===== src/rtl/pilha_pkg.sv =====
// rtl/pilha_pkg.sv - shared state encoding and op constants for the stack controller
package pilha_pkg;

  typedef enum logic [2:0] {
    IDLE  = 3'd0,
    WRITE = 3'd1,
    READ  = 3'd2,
    WAIT  = 3'd3,
    RESP  = 3'd4
  } state_t;

  localparam logic OP_PUSH = 1'b1;
  localparam logic OP_POP  = 1'b0;

endpackage


===== src/rtl/pilha_ptr_calc.sv =====
// rtl/pilha_ptr_calc.sv - next stack pointer and memory word address selection
module pilha_ptr_calc
  import pilha_pkg::*;
(
  input  logic [31:0] sp,
  input  logic        wr_phase,
  input  logic        rd_phase,
  input  logic        dec_phase,
  output logic [31:0] sp_next,
  output logic [31:0] addr
);

  logic [31:0] sp_inc;
  logic [31:0] sp_dec;

  assign sp_inc = sp + 32'd1;
  assign sp_dec = sp - 32'd1;

  always_comb begin
    sp_next = sp;
    addr    = 32'd0;
    if (wr_phase) begin
      sp_next = sp_inc;
      addr    = sp_inc;
    end else if (rd_phase) begin
      addr    = sp;
    end else if (dec_phase) begin
      sp_next = sp_dec;
    end
  end

endmodule


===== src/rtl/pilha_ctrl.sv =====
// rtl/pilha_ctrl.sv - push/pop stack controller in front of a word-addressed memory
module pilha_ctrl
  import pilha_pkg::*;
#(
  parameter logic [31:0] SP_BASE = 32'd0,
  parameter logic [31:0] DEPTH   = 32'd256
) (
  input  logic        clock,
  input  logic        reset,
  input  logic        req_valid,
  input  logic        req_op,
  input  logic [31:0] req_data,
  output logic        req_ready,
  input  logic        clear,
  output logic        done,
  output logic        err,
  output logic [31:0] pop_data,
  output logic [31:0] mem_addr,
  output logic [31:0] mem_wdata,
  output logic        mem_we,
  output logic        mem_re,
  input  logic [31:0] mem_rdata,
  output logic [31:0] sp,
  output logic        full,
  output logic        empty
);

  state_t      state;
  state_t      state_next;
  logic        op_q;
  logic [31:0] data_q;
  logic        err_q;
  logic        err_next;
  logic        accept;
  logic [31:0] sp_next;
  logic        wr_phase;
  logic        rd_phase;
  logic        dec_phase;

  assign full      = (sp == SP_BASE + DEPTH);
  assign empty     = (sp == SP_BASE);
  assign req_ready = (state == IDLE) && !clear;
  assign accept    = req_valid && req_ready;

  assign wr_phase  = (state == WRITE) && (op_q == OP_PUSH);
  assign rd_phase  = (state == READ)  && (op_q == OP_POP);
  assign dec_phase = (state == WAIT)  && (op_q == OP_POP);

  pilha_ptr_calc u_ptr_calc (
    .sp        (sp),
    .wr_phase  (wr_phase),
    .rd_phase  (rd_phase),
    .dec_phase (dec_phase),
    .sp_next   (sp_next),
    .addr      (mem_addr)
  );

  // Strobes are pure state decodes, so reset/clear returning to IDLE kills them at once
  assign mem_we    = wr_phase;
  assign mem_re    = rd_phase;
  assign mem_wdata = wr_phase ? data_q : 32'd0;
  assign done      = (state == RESP);
  assign err       = (state == RESP) && err_q;

  always_comb begin
    state_next = state;
    err_next   = err_q;
    case (state)
      IDLE: begin
        if (accept) begin
          if (req_op == OP_PUSH) begin
            err_next   = full;
            state_next = full ? RESP : WRITE;
          end else begin
            err_next   = empty;
            state_next = empty ? RESP : READ;
          end
        end
      end
      WRITE:   state_next = RESP;
      READ:    state_next = WAIT;
      WAIT:    state_next = RESP;
      RESP:    state_next = IDLE;
      default: state_next = IDLE;
    endcase
  end

  always_ff @(posedge clock) begin
    if (reset) begin
      state    <= IDLE;
      sp       <= SP_BASE;
      pop_data <= 32'd0;
      op_q     <= OP_POP;
      data_q   <= 32'd0;
      err_q    <= 1'b0;
    end else if (clear) begin
      state <= IDLE;
      sp    <= SP_BASE;
      err_q <= 1'b0;
    end else begin
      state <= state_next;
      sp    <= sp_next;
      err_q <= err_next;
      if (accept) begin
        op_q   <= req_op;
        data_q <= req_data;
      end
      if (dec_phase) begin
        pop_data <= mem_rdata;
      end
    end
  end

endmodule

===== config.mk =====
export PLATFORM = sky130hd
export DESIGN_NAME = pilha_ctrl
export DESIGN_NICKNAME = d
export VERILOG_FILES = /design/src/rtl/pilha_pkg.sv /design/src/rtl/pilha_ptr_calc.sv /design/src/rtl/pilha_ctrl.sv
export SDC_FILE = /design/constraint.sdc
export NUM_CORES = 1
export LEC_CHECK = 0
export BUFFER_PORTS_ARGS = -buffer_cell sky130_fd_sc_hd__buf_2
export CORE_ASPECT_RATIO = 1.5
export CORE_MARGIN = 4
export CORE_UTILIZATION = 45
export CTS_CLUSTER_DIAMETER = 50
export DETAILED_ROUTE_END_ITERATION = 12
export HOLD_SLACK_MARGIN = 0.08
export PLACE_DENSITY_LB_ADDON = 0.15
export SLEW_MARGIN = 15
export SYNTH_ARGS = -nofsm -noshare
export SYNTH_HDL_FRONTEND = slang
export SYNTH_SLANG_ARGS = --single-unit

===== constraint.sdc =====
create_clock -name clock -period 4.1 [get_ports clock]
set_clock_uncertainty 0.1 [all_clocks]
set_input_delay 0.41 -clock clock [delete_from_list [all_inputs] [get_ports clock]]
set_output_delay 0.41 -clock clock [all_outputs]
set_load 0.02 [all_outputs]

Yosys cells after proc, flatten, opt, wreduce, memory -nomap -nowiden
Cells that the tools add are included.
Widths: inputs -> output; s select.
{ "op_classes": {"add_sub_neg": 2, "eq_ne": 7, "muxes": 12, "bitwise": 2, "n_reduce_logical": 16} }
{ "ops": {"columns": ["operator", "n"], "rows": [
  ["$mux 32", 6],
  ["$add 32x1->32 const B", 1],
  ["$eq 32x9->1 const B", 1],
  ["$logic_not 32->1", 1],
  ["$sub 32x1->32 const B", 1],
  ["$mux 3", 4],
  ["$pmux 3 s3", 1],
  ["$reduce_and 2->1", 4],
  ["$eq 3x2->1 const B", 2],
  ["$logic_and 1x1->1", 6],
  ["$reduce_or 2->1", 2],
  ["$eq 3x1->1 const B", 1],
  ["$eq 3x3->1 const B", 1],
  ["$logic_not 3->1", 1],
  ["$ne 2x1->1 const B", 1],
  ["$ne 2x2->1 const B", 1],
  ["$not 1->1", 2],
  ["$reduce_bool 2->1", 1],
  ["$logic_not 1->1", 1],
  ["$mux 1", 1]
]} }
{ "totals": {"reg_bits": 101, "inputBits": 69, "output_inout_bits": 135, "elab_cells": 45} }

Logic depth before layout (Yosys ltp)
Gate-level depths: netlist of the first run.
{ "logic_depth": {"ltp_word": 5, "ltp_mapped": 8, "depth_no_buf": 6} }

Modules after synthesis
From an unflattened synthesis of the first run, not the netlist that was laid out.
{ "unflattened": {"hier_cells": 737, "hier_area_um2": 5555.3} }
{ "by_module_without_submodules": {"columns": ["mod", "instances", "cells_per_inst", "area_each_um2", "seq_area_each_um2"], "rows": [
  ["pilha_ctrl", 1, 426, 3642.2, 2021.9],
  ["pilha_ptr_calc", 1, 311, 1913.1, 0.0]
]} }

Least setup slack after synthesis of the first run
OpenSTA, ideal clock, no wires.
{ "synth_timing": {"path_type": "register to register", "from": "reg sp[17]", "to": "reg state[0]", "setup_time_ns": 0.131, "t_arrival_ns": 2.737, "required_ns": 3.869, "slack_ns": 1.133, "stages_incl_launch_ff": 8, "n_path_buf": 2, "period_less_slack_ns": 2.967, "path_cell_list": "dfxtp_1 > buf_6 > or4_4 > or4b_4 > buf_6 > nor4_1 > o21ai_0 > nor4b_1"} }
{ "synth_between": {"elab_chain_len": 5} }
{ "synth_rtl": {"columns": ["element", "line_no", "text"], "rows": [
  ["start, declared", "pilha_ctrl.sv:23", "output logic [31:0] sp,"],
  ["start signal, assigned", "pilha_ctrl.sv:102", "sp <= sp_next;"],
  ["$eq 32x9->1", "pilha_ctrl.sv:40", "assign full = (sp == SP_BASE + DEPTH);"],
  ["named net full", "pilha_ctrl.sv:24", "output logic full,"],
  ["$mux 3", "pilha_ctrl.sv:73", "state_next = full ? RESP : WRITE;"],
  ["$mux 3", "pilha_ctrl.sv:71", "if (req_op == OP_PUSH) begin"],
  ["$mux 3", "pilha_ctrl.sv:70", "if (accept) begin"],
  ["$pmux 3 s3", "pilha_ctrl.sv:68", "case (state)"],
  ["end signal, assigned", "pilha_ctrl.sv:101", "state <= state_next;"],
  ["end, declared", "pilha_ctrl.sv:28", "state_t state;"]
]} }
The timed path passes the listed nets, and every way through them passes these cells. The select of a mux whose other input is x is not followed.
A chain may end at the register's enable or synchronous reset.

Worst setup path in the final report of the first run
{ "layout_timing": {"from": "reg sp[3]", "to": "out mem_addr[27]"} }
{ "layout_between": {"elab_chain_len": 2} }
{ "layout_rtl": {"columns": ["element", "line_no", "text"], "rows": [
  ["$add 32x1->32", "pilha_ptr_calc.sv:16", "assign sp_inc = sp + 32'd1;"],
  ["$mux 32", "pilha_ptr_calc.sv:22", "if (wr_phase) begin"],
  ["end, declared", "pilha_ctrl.sv:18", "output logic [31:0] mem_addr,"]
]} }
No other way between the ends.

==> summary.md, run 1 <==
| Metric | Value |
|---|---|
| Die Y | `147 um` |
| Clk slew on worst S/H paths | `80 ps` |
| Vias per cell | `5.68` |
| Crit start category | `register` |
| Hold_ws | `184 ps` |
| Vias in the first global route | `6037` |
| Min Tclk post-route | `3480 ps` |
| Core box area | `0.0126 mm2` |
| Root buffer cell | `clkbuf_16` |
| Main synth FF type | `dfxtp_1` |
| Share of post-route cells with drive strength above 1 | `25.9%` |
| Pwr Density | `285 mW/mm2` |
| Row Count | `50` |
| Fmax | `0.287 GHz` |
| Max-cap viol count | `0` |
| Worst min path class | `input port to register` |
| Final setup fails | `0` |
| Slew Limit Fails | `0` |
| Fraction of registers with async set/reset | `0%` |
| PortBufs | `203` |
| Largest net degree at the start of global routing | `47` |
| EDFF count, synth | `0` |
| Die Wd | `101 um` |
| DRT iter0 DRCs | `262` |
| Critical path class | `register to output pin` |
| Largest family of logic cells by synthesized area | `simple AND/OR/NAND/NOR gates` |
| Worst-Margin Slew | `968 ps` |
| Xor and xnor area share after synthesis | `2.26%` |
| Hold buffer count at cts | `0` |
| Sequential fraction of the synthesis area | `34.8%` |
| DRC errors left | `0` |
| All-Layer GR Usage | `24.7%` |
| Post-Syn Area | `0.00582 mm2` |
| First-pass GRT wire length | `30.2 mm` |
| Commonest non-fill, non-tap cell in the layout | `buf_2` |
| Post-synthesis mux area share | `2.09%` |
| Crit path required time | `3590 ps` |
| Highest-delay cell along the critical path | `nor4_1` |
| Max clock buf depth | `2` |
| Final hold viol count | `0` |
| Worst Hold Depth | `3` |
| Setup TNS Final | `0 ps` |
| Final wirelength | `18.8 mm` |
| Clk sinks | `101` |
| Synth Warn # | `0` |
| Critical Path Sink Type | `output pin` |
| Layout area overhead | `22.8%` |
| Compound-gate portion of the synthesized area | `19.1%` |
| Post-layout util | `56.8%` |
| H-tree Lvls | `3` |
| RR Endpoint | `sp[25]` |
| Worst Setup EP | `mem_addr[27]` |
| RSZ-0062 raised after global routing | `false` |
| Post-Synth Adder-Cell Area | `0.430%` |
| Overflow after GRT | `0` |
| Crit-path max cell delay | `750 ps` |
| Postcts setup bufs | `0` |
| # IOs | `204` |
| Antenna viol nets, final | `0` |
| Worst EP arrival | `2970 ps` |
| Final Cycle Share | `85.0%` |
| Initial antenna violation count | `2` |
| Die area | `0.0148 mm2` |
| Post-DP HPWL | `13.2 mm` |
| Num CTS Buffers | `9` |
| Leak | `3.18 nW` |
| Later-pin clock latency in the skew report | `350 ps` |
| Crit-path cells | `and4_1 -> nand4_1 -> nor4_1 -> o21ai_0 -> mux2_2 -> buf_2` |
| Worst setup startpoint | `sp[3]` |
| Commonest cells after routing, fill and taps aside | `buf_2 (203), nand2_1 (180), dfxtp_1 (101)` |
| Reg2Reg Depth | `5` |
| Worst R2R Setup Slack | `1230 ps` |
| Avg WL per Cell | `16.6 um` |
| Nets | `1047` |
| Vias | `6459` |
| Synthesis-stage register bit count | `101` |
| Non-filler cells, final | `1137` |
| Gates resized, CTS repair | `0` |
| Worst flop-to-flop path startpoint | `sp[15]` |
| Critical Path Fanout Max | `17` |
| Worst slew margin | `35.3%` |
| Synth Area in Simple Gates | `35.1%` |
| DP Cell Count | `1121` |
| Synth cell types | `63` |
| Status | `complete, no violations` |
| # fillers | `1264` |
| GPL Wtd Cong | `0.896` |
| Drt first pass iters | `5` |
| Avg Synthesized Cell Area | `7.04 um2` |
| Syn Nets | `897` |
| Syn Inst Count | `826` |
| # diodes | `0` |
| CTS tree | `built` |
| Initial Util | `46.3%` |
| Maximum vdd drop | `204 uV` |
## metrics by stage
| stage | area, um2 | total power [mW] | worst slack [ps] |
|---|---|---|---|
| floorplan | 5820 | 1.10 | 1130 |
| global placement | 6830 | 1.15 | 1020 |
| detailed placement | 6830 | 1.15 | 997 |
| CTS | 7140 | 2.06 | 609 |
| global route | 7140 | 2.11 | 380 |
| finish | 7140 | 2.03 | 616 |
## Yosys cell counts (6+ instances only)
master	n	area [um2]
nand3_1	27	135
a22oi_1	6	45.0
dfxtp_1	101	2020
o21ai_0	50	250
a31oi_1	10	62.6
mux2i_1	11	110
nor2_1	29	109
and2_1	40	250
inv_1	12	45.0
xnor2_1	12	105
clkbuf_1	70	263
and3_1	11	68.8
or3_1	19	119
and4_1	7	61.3
nor3_1	23	115
or2_2	6	37.5
nand2_1	181	679
a21oi_1	99	495
nand4_1	20	125
nor4_1	24	150
## worst min path at each step
stage,from,end,slack [ps]
CTS,mem_rdata[20],pop_data[20],180
finish,mem_rdata[18],pop_data[18],180
detailed placement,data_q[5],data_q[5],340
global route,mem_rdata[9],pop_data[9],180
global placement,err_q,err_q,340
floorplan,err_q,err_q,330
## area by class of cell
type,instances,area (um2),share of cell area (%)
Clock inverter,6,77.6,1.09
Multi-Input combinational cell,633,3440,48.2
Timing Repair Buffer,218,1130,15.8
Sequential cell,101,2020,28.3
Inverter,13,48.8,0.683
Tap cell,156,195,2.73
Clock buffer,10,229,3.21
## where the power goes
group | internal (mW) | leakage, nW | switching [mW]
Sequential | 0.998 | 0.817 | 0.0100
Clock | 0.487 | 0.147 | 0.418
Combinational | 0.0493 | 2.21 | 0.0714
Total | 1.53 | 3.18 | 0.499
## kinds of logic (layout without fill, tap and decap cells)
kind of cell	Yosys count	after routing
xor+xnor	15	15
flops	101	101
mux	12	12
fa+ha+maj	2	2
buf+inv	92	247
simple gates	409	409
compound gates	195	195
## registers in the layout, indices dropped and copies added (netlist names)
| signal | flops |
|---|---|
| data_q | 32 |
| err_q | 1 |
| op_q | 1 |
| pop_data | 32 |
| sp | 32 |
| state | 3 |
## layer usage
metal | vias up | share of wire (%) | global-route usage [%]
met2 | 256 | 49 | 41.2
met5 | - | 0.074 | 0
met4 | 4 | 2.4 | 9.58
met3 | 37 | 8.8 | 6.56
met1 | 2965 | 40 | 30.0
li1 | 3197 | - | -
## critical path, delay by kind of cell (launching register included)
family          cells  cell delay, ps
compound gates      1             150
buf+inv             1             160
flops               1             650
mux                 1             290
simple gates        3            1370
Power figures use the tool's default switching activity.
==> run 2, diff against run 1 <==
- clock period: 4.1 -> 3 ns (I/O delays scaled with it)
==> summary.md, run 2 (same netlist as run 1, synthesis figures left out) <==
| Metric | Value |
|---|---|
| Fmax | `0.345 GHz` |
| Crit-path max cell delay | `600 ps (-150 ps)` |
| # fillers | `1257 (-0.55%)` |
| Avg WL per Cell | `16.7 um (+0.95%)` |
| Worst R2R Setup Slack | `490 ps (-740 ps)` |
| RR Endpoint | `sp[28]` |
| All-Layer GR Usage | `26.1% (+1.4 points)` |
| Setup TNS Final | `0 ps (unchanged)` |
| Worst Hold Launch | `req_data[1]` |
| Highest-delay cell along the critical path | `or4_1` |
| Vias | `6750 (+4.5%)` |
| Hold worst-path end | `data_q[1]` |
| Final wirelength | `19.8 mm (+5.5%)` |
| Later-pin clock latency in the skew report | `340 ps (about the same)` |
| Antenna viol nets, final | `0 (unchanged)` |
| Crit-path cells | `or4_1 -> or4b_4 -> nor3_1 -> buf_2` |
| Layout area overhead | `30.5%` |
| Final hold viol count | `0 (unchanged)` |
| Die Y | `147 um (unchanged)` |
| Final Worst Setup Slack | `98.2 ps (-517 ps)` |
| Postcts setup bufs | `0 (unchanged)` |
| Commonest cells after routing, fill and taps aside | `buf_2 (203), nand2_1 (181), a21oi_1 (99)` |
| RSZ-0062 raised after global routing | `false` |
| Clk slew on worst S/H paths | `70 ps (about the same)` |
| Clk sinks | `101 (unchanged)` |
| Worst min path class | `input port to register` |
| Worst Hold Depth | `3 (unchanged)` |
| DRC errors left | `0 (unchanged)` |
| Nets | `1099 (+5.0%)` |
| Crit path buffers/inverters | `1 (unchanged)` |
| Row Count | `50 (unchanged)` |
| Worst slew margin | `58.8% (+24 points)` |
| Post-layout util | `60.4% (+3.6 points)` |
| Die area | `0.0148 mm2 (unchanged)` |
| CTS tree | `built` |
| PortBufs | `203 (unchanged)` |
| Commonest non-fill, non-tap cell in the layout | `buf_2` |
| Drt first pass iters | `5 (unchanged)` |
| Critical Path Sink Type | `output pin` |
| Pwr Density | `356 mW/mm2 (+25%)` |
| Crit path required time | `2600 ps (-990 ps)` |
| Slew Limit Fails | `0 (unchanged)` |
| Crit start category | `register` |
| Overflow after GRT | `0 (unchanged)` |
| Worst slack at placement | `361 ps (-637 ps)` |
| Initial antenna violation count | `1 (-1)` |
| Max-cap viol count | `0 (unchanged)` |
| GPL Wtd Cong | `0.893 (-0.37%)` |
| Largest regs | `data_q x32, pop_data x32, sp x32` |
| Family with the most delay on the worst path | `simple AND/OR/NAND/NOR gates` |
| # IOs | `204 (unchanged)` |
| Num CTS Buffers | `9 (unchanged)` |
| Die Wd | `101 um (unchanged)` |
| Core box area | `0.0126 mm2 (unchanged)` |
| Post-DP HPWL | `14.0 mm (+6.2%)` |
| Min Tclk post-route | `2900 ps` |
| Final Cycle Share | `96.7%` |
| Largest net degree at the start of global routing | `57 (+21%)` |
| Maximum vdd drop | `298 uV (+46%)` |
| Worst-Margin Slew | `618 ps (-350 ps)` |
| Leak | `3.41 nW (+7.4%)` |
| # diodes | `0 (unchanged)` |
| H-tree Lvls | `3 (unchanged)` |
| Worst flop-to-flop path startpoint | `sp[11]` |
| Vias per cell | `5.68 (about the same)` |
| First-pass GRT wire length | `31.6 mm (+4.6%)` |
| Critical Path Fanout Max | `12 (-5)` |
| Reg area | `0.00203 mm2 (+0.19%)` |
| DRT iter0 DRCs | `332 (+27%)` |
| Status | `complete, no violations` |
| Final setup fails | `0 (unchanged)` |
| Worst EP arrival | `2500 ps (-470 ps)` |
| Initial Util | `46.3% (unchanged)` |
| Max clock buf depth | `2 (unchanged)` |
| Root buffer cell | `clkbuf_16` |
| Area of the multi-input gates | `0.00346 mm2 (+0.40%)` |
| Share of post-route cells with drive strength above 1 | `28.2% (+2.3 points)` |
| Critical path class | `register to output pin` |
| Vias in the first global route | `6267 (+3.8%)` |
| Reg2Reg Depth | `5 (unchanged)` |
-- run 2: what timing repair did --
item | in CTS | in global routing
pin swaps | 0 | 0
setup endpoints to repair | 3 | 6
cloned | 0 | 0
hold endpoints to repair | 20 | 1
hold buffers | 20 | 1
resized for setup | 3 | 4
-- run 2: worst max-delay path by stage --
stage | start | endpoint | slack [ps] | cells after the start
after global placement | sp[11] | full | 410 | 4
final | sp[11] | empty | 100 | 4
after detailed placement | sp[5] | mem_addr[29] | 360 | 6
after floorplan | sp[17] | state[0] | 30 | 7
after CTS | sp[11] | full | 70 | 4
after global routing | sp[11] | full | 5 | 4
-- run 2: worst min-delay path: stages --
cell and delay [ps]:
buf_2 90, nand2_1 40, a21oi_1 50
-- run 2: layout make-up --
class / instances / share of cell area, %
clock inverter: 6 / 0.725
sequential: 101 / 26.7
tap: 156 / 2.57
multi-input combinational: 633 / 45.5
timing repair buffer: 270 / 20.9
inverter: 13 / 0.643
clock buffer: 9 / 2.97
-- run 2: per-stage QoR --
| stage | instance area (um2) | power, mW | hold slack (ps) | instances |
|---|---|---|---|---|
| floorplan | 5820 | 1.50 | 327 | 826 |
| global placement | 7080 | 1.58 | 337 | 1152 |
| detailed placement | 7080 | 1.58 | 342 | 1152 |
| CTS | 7570 | 2.73 | 80.1 | 1187 |
| global route | 7590 | 2.81 | 84.0 | 1188 |
| finish | 7590 | 2.70 | 89.7 | 1188 |
-- run 2: routing by layer --
layer | global-route usage, % | vias to the layer above | wire length (um)
met4 | 11.6 | 2 | 677
li1 | - | 3292 | -
met3 | 6.84 | 51 | 1870
met1 | 31.6 | 3102 | 7520
met5 | 0 | - | 7
met2 | 42.9 | 303 | 9770
-- run 2: where the power goes --
group,internal (mW),switching [mW],leakage (nW)
Sequential,1.36,0.0133,0.819
Clock,0.575,0.558,0.132
Combinational,0.0873,0.103,2.46
